<file path="config.mk">
export PLATFORM = sky130hd
export DESIGN_NAME = rcp_rate_ctrl
export DESIGN_NICKNAME = d
export VERILOG_FILES = /design/src/rtl/rcp_rate_ctrl_pkg.sv /design/src/rtl/rcp_rate_calc.sv /design/src/rtl/rcp_rate_ctrl.sv
export SDC_FILE = /design/constraint.sdc
export NUM_CORES = 2
export LEC_CHECK = 0
export CAP_MARGIN = 40
export CORE_ASPECT_RATIO = 0.75
export CORE_MARGIN = 10
export CORE_UTILIZATION = 40
export DETAILED_ROUTE_END_ITERATION = 10
export PLACE_DENSITY = 0.67
export SETUP_SLACK_MARGIN = 0.4
export SLEW_MARGIN = 20
export SYNTH_ARGS = -nofsm -noshare
export SYNTH_HDL_FRONTEND = slang
export SYNTH_SLANG_ARGS = --single-unit
</file>
<file path="constraint.sdc">
create_clock -name clk -period 124.4 [get_ports clk]
set_clock_uncertainty 0.1 [all_clocks]
set_input_delay 12.44 -clock clk [delete_from_list [all_inputs] [get_ports clk]]
set_output_delay 12.44 -clock clk [all_outputs]
set_load 0.005 [all_outputs]
</file>
<file path="src/rtl/rcp_rate_ctrl_pkg.sv">
// Shared definitions for the RCP rate controller: FSM encoding, idle rate,
// and the helpers that locate a port's slice in the flat counter buses.
package rcp_rate_ctrl_pkg;

    typedef enum logic [2:0] {
        ST_IDLE   = 3'd0,
        ST_SNAP   = 3'd1,
        ST_DELTA  = 3'd2,
        ST_UPDATE = 3'd3,
        ST_DONE   = 3'd4
    } state_t;

    localparam logic [31:0] RATE_INIT_DEFAULT = 32'hFFFF_FFFF;
    localparam int          MIN_INTERVAL      = 16;
    localparam int          BYTE_W            = 64;
    localparam int          RCP_W             = 32;
    localparam int          RATE_W            = 32;

    function automatic int byte_lo(input int p);
        return p * BYTE_W;
    endfunction

    function automatic int rcp_lo(input int p);
        return p * RCP_W;
    endfunction

    // Wrap-safe 64-bit byte delta, saturated to 32 bits.
    function automatic logic [31:0] sat_delta(input logic [63:0] snap,
                                              input logic [63:0] prev);
        logic [63:0] d;
        d = snap - prev;
        return (d[63:32] != 32'd0) ? 32'hFFFF_FFFF : d[31:0];
    endfunction

endpackage

</file>
<file path="src/rtl/rcp_rate_calc.sv">
// Next-rate arithmetic for one port: spare-capacity feedback with an
// arithmetic-shift gain, clamped to [rate_min, rate_max].
module rcp_rate_calc
    import rcp_rate_ctrl_pkg::*;
#(
    parameter int ALPHA_SHIFT = 2
) (
    input  logic [RATE_W-1:0] db,
    input  logic [RATE_W-1:0] dn,
    input  logic [RATE_W-1:0] capacity,
    input  logic [RATE_W-1:0] rate_min,
    input  logic [RATE_W-1:0] rate_max,
    input  logic [RATE_W-1:0] rate,
    output logic [RATE_W-1:0] rate_next
);

    logic signed [32:0] spare;
    logic signed [32:0] adj_33;
    logic signed [34:0] adj;
    logic signed [34:0] sum;
    logic signed [34:0] hi;
    logic signed [34:0] lo;

    always_comb begin
        spare  = $signed({1'b0, capacity}) - $signed({1'b0, db});
        adj_33 = spare >>> ALPHA_SHIFT;
        adj    = {{2{adj_33[32]}}, adj_33};
        sum    = $signed({3'b000, rate}) + adj;
        hi     = $signed({3'b000, rate_max});
        lo     = $signed({3'b000, rate_min});

        // The lower clamp is applied last so rate_min wins on inverted limits.
        if (dn == 32'd0) begin
            rate_next = rate_max;
        end else if (sum > hi) begin
            rate_next = (rate_min > rate_max) ? rate_min : rate_max;
        end else if (sum < lo) begin
            rate_next = rate_min;
        end else begin
            rate_next = sum[31:0];
        end
    end

endmodule

</file>
<file path="src/rtl/rcp_rate_ctrl.sv">
// Per-interval RCP rate producer: snapshots cumulative byte/packet counters,
// forms per-port deltas and walks the ports one at a time to update rates.
module rcp_rate_ctrl
    import rcp_rate_ctrl_pkg::*;
#(
    parameter int          NUM_PORTS   = 4,
    parameter int          ALPHA_SHIFT = 2,
    parameter logic [31:0] RATE_INIT   = RATE_INIT_DEFAULT,
    parameter int          TIMER_WIDTH = 32
) (
    input  logic                      clk,
    input  logic                      reset,
    input  logic                      enable,
    input  logic [TIMER_WIDTH-1:0]    interval_cycles,
    input  logic [31:0]               capacity,
    input  logic [31:0]               rate_min,
    input  logic [31:0]               rate_max,
    input  logic [NUM_PORTS*64-1:0]   num_byte_in,
    input  logic [NUM_PORTS*32-1:0]   num_rcp_in,
    output logic [NUM_PORTS*32-1:0]   rate_out,
    output logic                      rate_upd,
    output logic                      busy,
    output logic [31:0]               overrun_cnt
);

    localparam int            PW        = (NUM_PORTS > 1) ? $clog2(NUM_PORTS) : 1;
    localparam logic [PW-1:0] LAST_PORT = PW'(NUM_PORTS - 1);

    state_t state;
    state_t state_next;

    logic [TIMER_WIDTH-1:0] timer;
    logic [TIMER_WIDTH-1:0] reload;
    logic                   expire;

    logic          primed;
    logic [PW-1:0] p;
    logic [31:0]   db_q;
    logic [31:0]   dn_q;
    logic [31:0]   rate_next;

    logic [63:0] in_b   [NUM_PORTS];
    logic [31:0] in_n   [NUM_PORTS];
    logic [63:0] snap_b [NUM_PORTS];
    logic [31:0] snap_n [NUM_PORTS];
    logic [63:0] prev_b [NUM_PORTS];
    logic [31:0] prev_n [NUM_PORTS];
    logic [31:0] rate   [NUM_PORTS];

    always_comb begin
        for (int i = 0; i < NUM_PORTS; i++) begin
            in_b[i]                  = num_byte_in[byte_lo(i) +: 64];
            in_n[i]                  = num_rcp_in[rcp_lo(i) +: 32];
            rate_out[rcp_lo(i) +: 32] = rate[i];
        end
    end

    // Very short intervals could starve the update pass; floor at 16 cycles.
    assign reload = (interval_cycles < TIMER_WIDTH'(MIN_INTERVAL))
                    ? TIMER_WIDTH'(MIN_INTERVAL) : interval_cycles;
    assign expire = enable && (timer <= TIMER_WIDTH'(1));

    always_ff @(posedge clk) begin
        if (reset) begin
            timer       <= reload;
            overrun_cnt <= 32'd0;
        end else begin
            if (!enable || expire) begin
                timer <= reload;
            end else begin
                timer <= timer - TIMER_WIDTH'(1);
            end
            if (expire && (state != ST_IDLE) && (overrun_cnt != 32'hFFFF_FFFF)) begin
                overrun_cnt <= overrun_cnt + 32'd1;
            end
        end
    end

    always_ff @(posedge clk) begin
        if (reset) begin
            state <= ST_IDLE;
        end else begin
            state <= state_next;
        end
    end

    always_comb begin
        state_next = state;
        if (!enable) begin
            state_next = ST_IDLE;
        end else begin
            case (state)
                ST_IDLE:   if (expire) state_next = ST_SNAP;
                ST_SNAP:   state_next = primed ? ST_DELTA : ST_IDLE;
                ST_DELTA:  state_next = ST_UPDATE;
                ST_UPDATE: state_next = (p == LAST_PORT) ? ST_DONE : ST_DELTA;
                ST_DONE:   state_next = ST_IDLE;
                default:   state_next = ST_IDLE;
            endcase
        end
    end

    always_comb begin
        busy     = (state != ST_IDLE);
        rate_upd = (state == ST_DONE);
    end

    rcp_rate_calc #(
        .ALPHA_SHIFT (ALPHA_SHIFT)
    ) u_calc (
        .db        (db_q),
        .dn        (dn_q),
        .capacity  (capacity),
        .rate_min  (rate_min),
        .rate_max  (rate_max),
        .rate      (rate[p]),
        .rate_next (rate_next)
    );

    always_ff @(posedge clk) begin
        if (reset) begin
            primed <= 1'b0;
            p      <= '0;
            db_q   <= 32'd0;
            dn_q   <= 32'd0;
            for (int i = 0; i < NUM_PORTS; i++) begin
                snap_b[i] <= 64'd0;
                snap_n[i] <= 32'd0;
                prev_b[i] <= 64'd0;
                prev_n[i] <= 32'd0;
                rate[i]   <= RATE_INIT;
            end
        end else if (!enable) begin
            primed <= 1'b0;
            for (int i = 0; i < NUM_PORTS; i++) begin
                rate[i] <= rate_max;
            end
        end else begin
            case (state)
                ST_SNAP: begin
                    p <= '0;
                    for (int i = 0; i < NUM_PORTS; i++) begin
                        snap_b[i] <= in_b[i];
                        snap_n[i] <= in_n[i];
                    end
                    // First pass after enable only establishes the baseline.
                    if (!primed) begin
                        primed <= 1'b1;
                        for (int i = 0; i < NUM_PORTS; i++) begin
                            prev_b[i] <= in_b[i];
                            prev_n[i] <= in_n[i];
                        end
                    end
                end
                ST_DELTA: begin
                    db_q <= sat_delta(snap_b[p], prev_b[p]);
                    dn_q <= snap_n[p] - prev_n[p];
                end
                ST_UPDATE: begin
                    rate[p]   <= rate_next;
                    prev_b[p] <= snap_b[p];
                    prev_n[p] <= snap_n[p];
                    p         <= p + 1'b1;
                end
                default: begin
                end
            endcase
        end
    end

endmodule
</file>
==> qor.txt <==
Status: complete, no violations
Vias in the first global route: 43137
Number of I/O port buffers: 676
Yosys reg bits: 1032
R2R cell count: 36
First-pass GRT wire length: 285900 um
Nets: 6081
Post-CTS Setup Inserts: 0
R2r setup slk: 115.60 ns
Async SR Flop Fraction: 0%
Final Core Density: 48.83%
Hold_buf cts: 0
Slew Viols, Final: 0
First-pass iteration count of the detailed router: 6
I/O pin total: 677
Most used cell, CP: a21oi_1
Ys Warns: 0
Final period util: 16.48%
HPWL after DPL: 139500 um
Worst Setup Path Type: in -> reg
Total gr overflow: 0
Slowest Stage Delay on Critical Path: 0.69 ns
Root buffer cell: clkbuf_16
Crit. End Element: register
Hold crit path type: reg -> reg
Post-DRT Antenna Nets: 0
Peak supply drop: 10.39 uV
Max_cap viols: 0
Vias per inst: 5.909
Clock-pin slew on the worst setup and hold paths: 0.06 ns
Largest net degree at the start of global routing: 247
Drt first-iter violations: 4788
Worst R2R Start: db_q[2]
CTS sink count: 1032
Placer Congestion: 0.9430
CP Data Required Time: 124.74 ns
Fmax: 0.04878 GHz
CP Data Arrival Time: 20.85 ns
Commonest non-fill, non-tap cell in the layout: edfxtp_1
R2R Path End: rate[1][8]
Placed cell areas: 67090 um^2
CTS tree: built
LEAKAGE: 25.78 nW
Netlist cell types: 109
Final Cell Area: 70820 um^2
Timing endpoint of the critical path: rate[1][8]
Post-Syn Instances: 4738
Final WL: 192900 um
Hold Fails Final Rpt: 0
Fin crit period: 20.50 ns
Max clock buf depth: 3
Global Route Usage Sum: 23.07%
CTS buffer count: 104
Worst slew margin: 38.84%
H-Tree Level Count: 3
Initial antenna violation count: 14
Finish-stage setup viols: 0
Synthesized net count: 5516
Unrepaired setup endpoints after global routing: false
Share of cells above drive strength 1: 10.42%
Initial core utilization: 40.22%
Die X: 461.0 um
Layout Area Growth over Synthesis: 21.41%
Sum Neg Setup Slack: 0 ns
Core Box Area: 145000 um^2
Worst slew pin tran: 0.9174 ns
Skew-Pair Late Insertion Delay: 0.74 ns
Post-synth top flop: edfxtp_1
Syn avg cell area: 12.31 um^2
DR DRC count: 0
Most frequent cells in the layout: 896 x edfxtp_1, 675 x clkdlybuf4s50_1, 401 x and2_1, 384 x a22o_1, 260 x ha_1
# rows: 121
Mapped cell area: 58330 um^2
Power, Total: 0.8559 mW
Crit-path max FO: 25
Die Area: 161700 um^2
PostCTS Resize Cnt: 0
Worst setup SP type: input pin
Hold Slack: 0.3516 ns
Critical-path top delay cell: buf_4
Via Count: 43175
Pwr Density: 12.09 nW/um^2
Post-synth EDFFs: 896
Post-synthesis sequential area ratio: 50.79%
Setup crit start: capacity[7]
Die Y: 350.7 um
Drt wl/cell: 26.40 um
-- power by group --
part           leakage [nW]  switching, mW  internal, mW
combinational          13.9         0.0765        0.0610
sequential             10.2        0.00555         0.388
clock                  1.69          0.143         0.182
total                  25.8          0.225         0.631
-- cells by family after synthesis --
kind of cell,Yosys count,synth area share [%]
fa+ha+maj,263,5.680
buf+inv,534,3.790
xor+xnor,159,2.387
simple gates,1228,11.29
flops,1032,50.79
compound gates,1287,17.20
mux,235,8.861
-- layer usage --
metal,share of wire (%),routed length [um],GRT usage [%]
met5,0,0,0
met4,2.9,5672,6.398
met3,7.5,14410,4.191
met2,47,90530,37.50
met1,43,82320,31.66
-- final cells by class --
class / count / area [um^2]
antenna: 7 / 17.52
clock buffer: 138 / 2820
clock inverter: 59 / 660.6
fill: 12662 / 74220
inverter: 237 / 899.6
multi-input combinational: 3172 / 26620
sequential: 1032 / 29640
tap: 1906 / 2385
timing repair buffer: 756 / 7780
-- flip-flops by register name, summed over array words and instances (netlist names), named ones only --
signal	flops
snap_n	128
db_q	32
prev_n	128
snap_b	256
dn_q	32
primed	1
state	3
p	2
overrun_cnt	32
prev_b	256
rate	128
timer	32
-- how the worst min path moves through the flow --
stage          slack [ns]  startpoint  depth (start not counted)  endpoint
2_1_floorplan        0.33    dn_q[12]                          2  dn_q[12]
3_3_place_gp         0.34    dn_q[13]                          2  dn_q[13]
3_5_place_dp         0.35    dn_q[28]                          2  dn_q[28]
4_1_cts              0.35    dn_q[28]                          2  dn_q[28]
5_1_grt              0.36    dn_q[22]                          2  dn_q[22]
6_report             0.35    dn_q[13]                          2  dn_q[13]
-- Yosys cell counts (9+ instances only) --
cell type | number | share of area [%]
a2111oi_0 | 9 | 0.14
a211o_1 | 12 | 0.18
a211oi_1 | 25 | 0.32
a21o_1 | 103 | 1.3
a21oi_1 | 240 | 2.1
a22o_1 | 384 | 5.8
a2bb2oi_1 | 102 | 1.5
a31oi_1 | 16 | 0.17
and2_1 | 404 | 4.3
and3_1 | 27 | 0.29
and4_1 | 9 | 0.14
buf_1 | 33 | 0.21
buf_2 | 9 | 0.077
clkbuf_1 | 237 | 1.5
dfxtp_1 | 136 | 4.7
edfxtp_1 | 896 | 46
ha_1 | 260 | 5.6
inv_1 | 235 | 1.5
mux2i_1 | 9 | 0.15
mux4_2 | 224 | 8.6
nand2_1 | 225 | 1.4
nand2b_1 | 30 | 0.32
nand3_1 | 76 | 0.65
nand4_1 | 48 | 0.51
nor2_1 | 197 | 1.3
nor2b_1 | 27 | 0.29
nor3_1 | 40 | 0.34
nor4_1 | 57 | 0.61
nor4b_1 | 10 | 0.15
o211ai_1 | 15 | 0.19
o21a_1 | 39 | 0.50
o21ai_0 | 155 | 1.3
o21ai_1 | 24 | 0.21
o21bai_1 | 18 | 0.23
o221ai_4 | 28 | 1.3
o31ai_1 | 13 | 0.17
or3_1 | 36 | 0.39
xnor2_1 | 97 | 1.5
xor2_1 | 62 | 0.93
-- critical path, delay by kind of cell --
family / cells / cell delay (ns)
compound gates: 21 / 4.50
buf+inv: 2 / 1.12
fa+ha+maj: 3 / 1.09
xor+xnor: 2 / 0.40
simple gates: 7 / 1.07
mux: 1 / 0.16
-- stage by stage --
step	setup slack, ns	instances
6_report	103.90	7307
5_1_grt	103.23	7304
4_1_cts	103.98	7290
3_5_place_dp	103.21	7093
3_3_place_gp	103.40	7079
2_1_floorplan	74.72	4738
(Power assumes the default switching activity.)
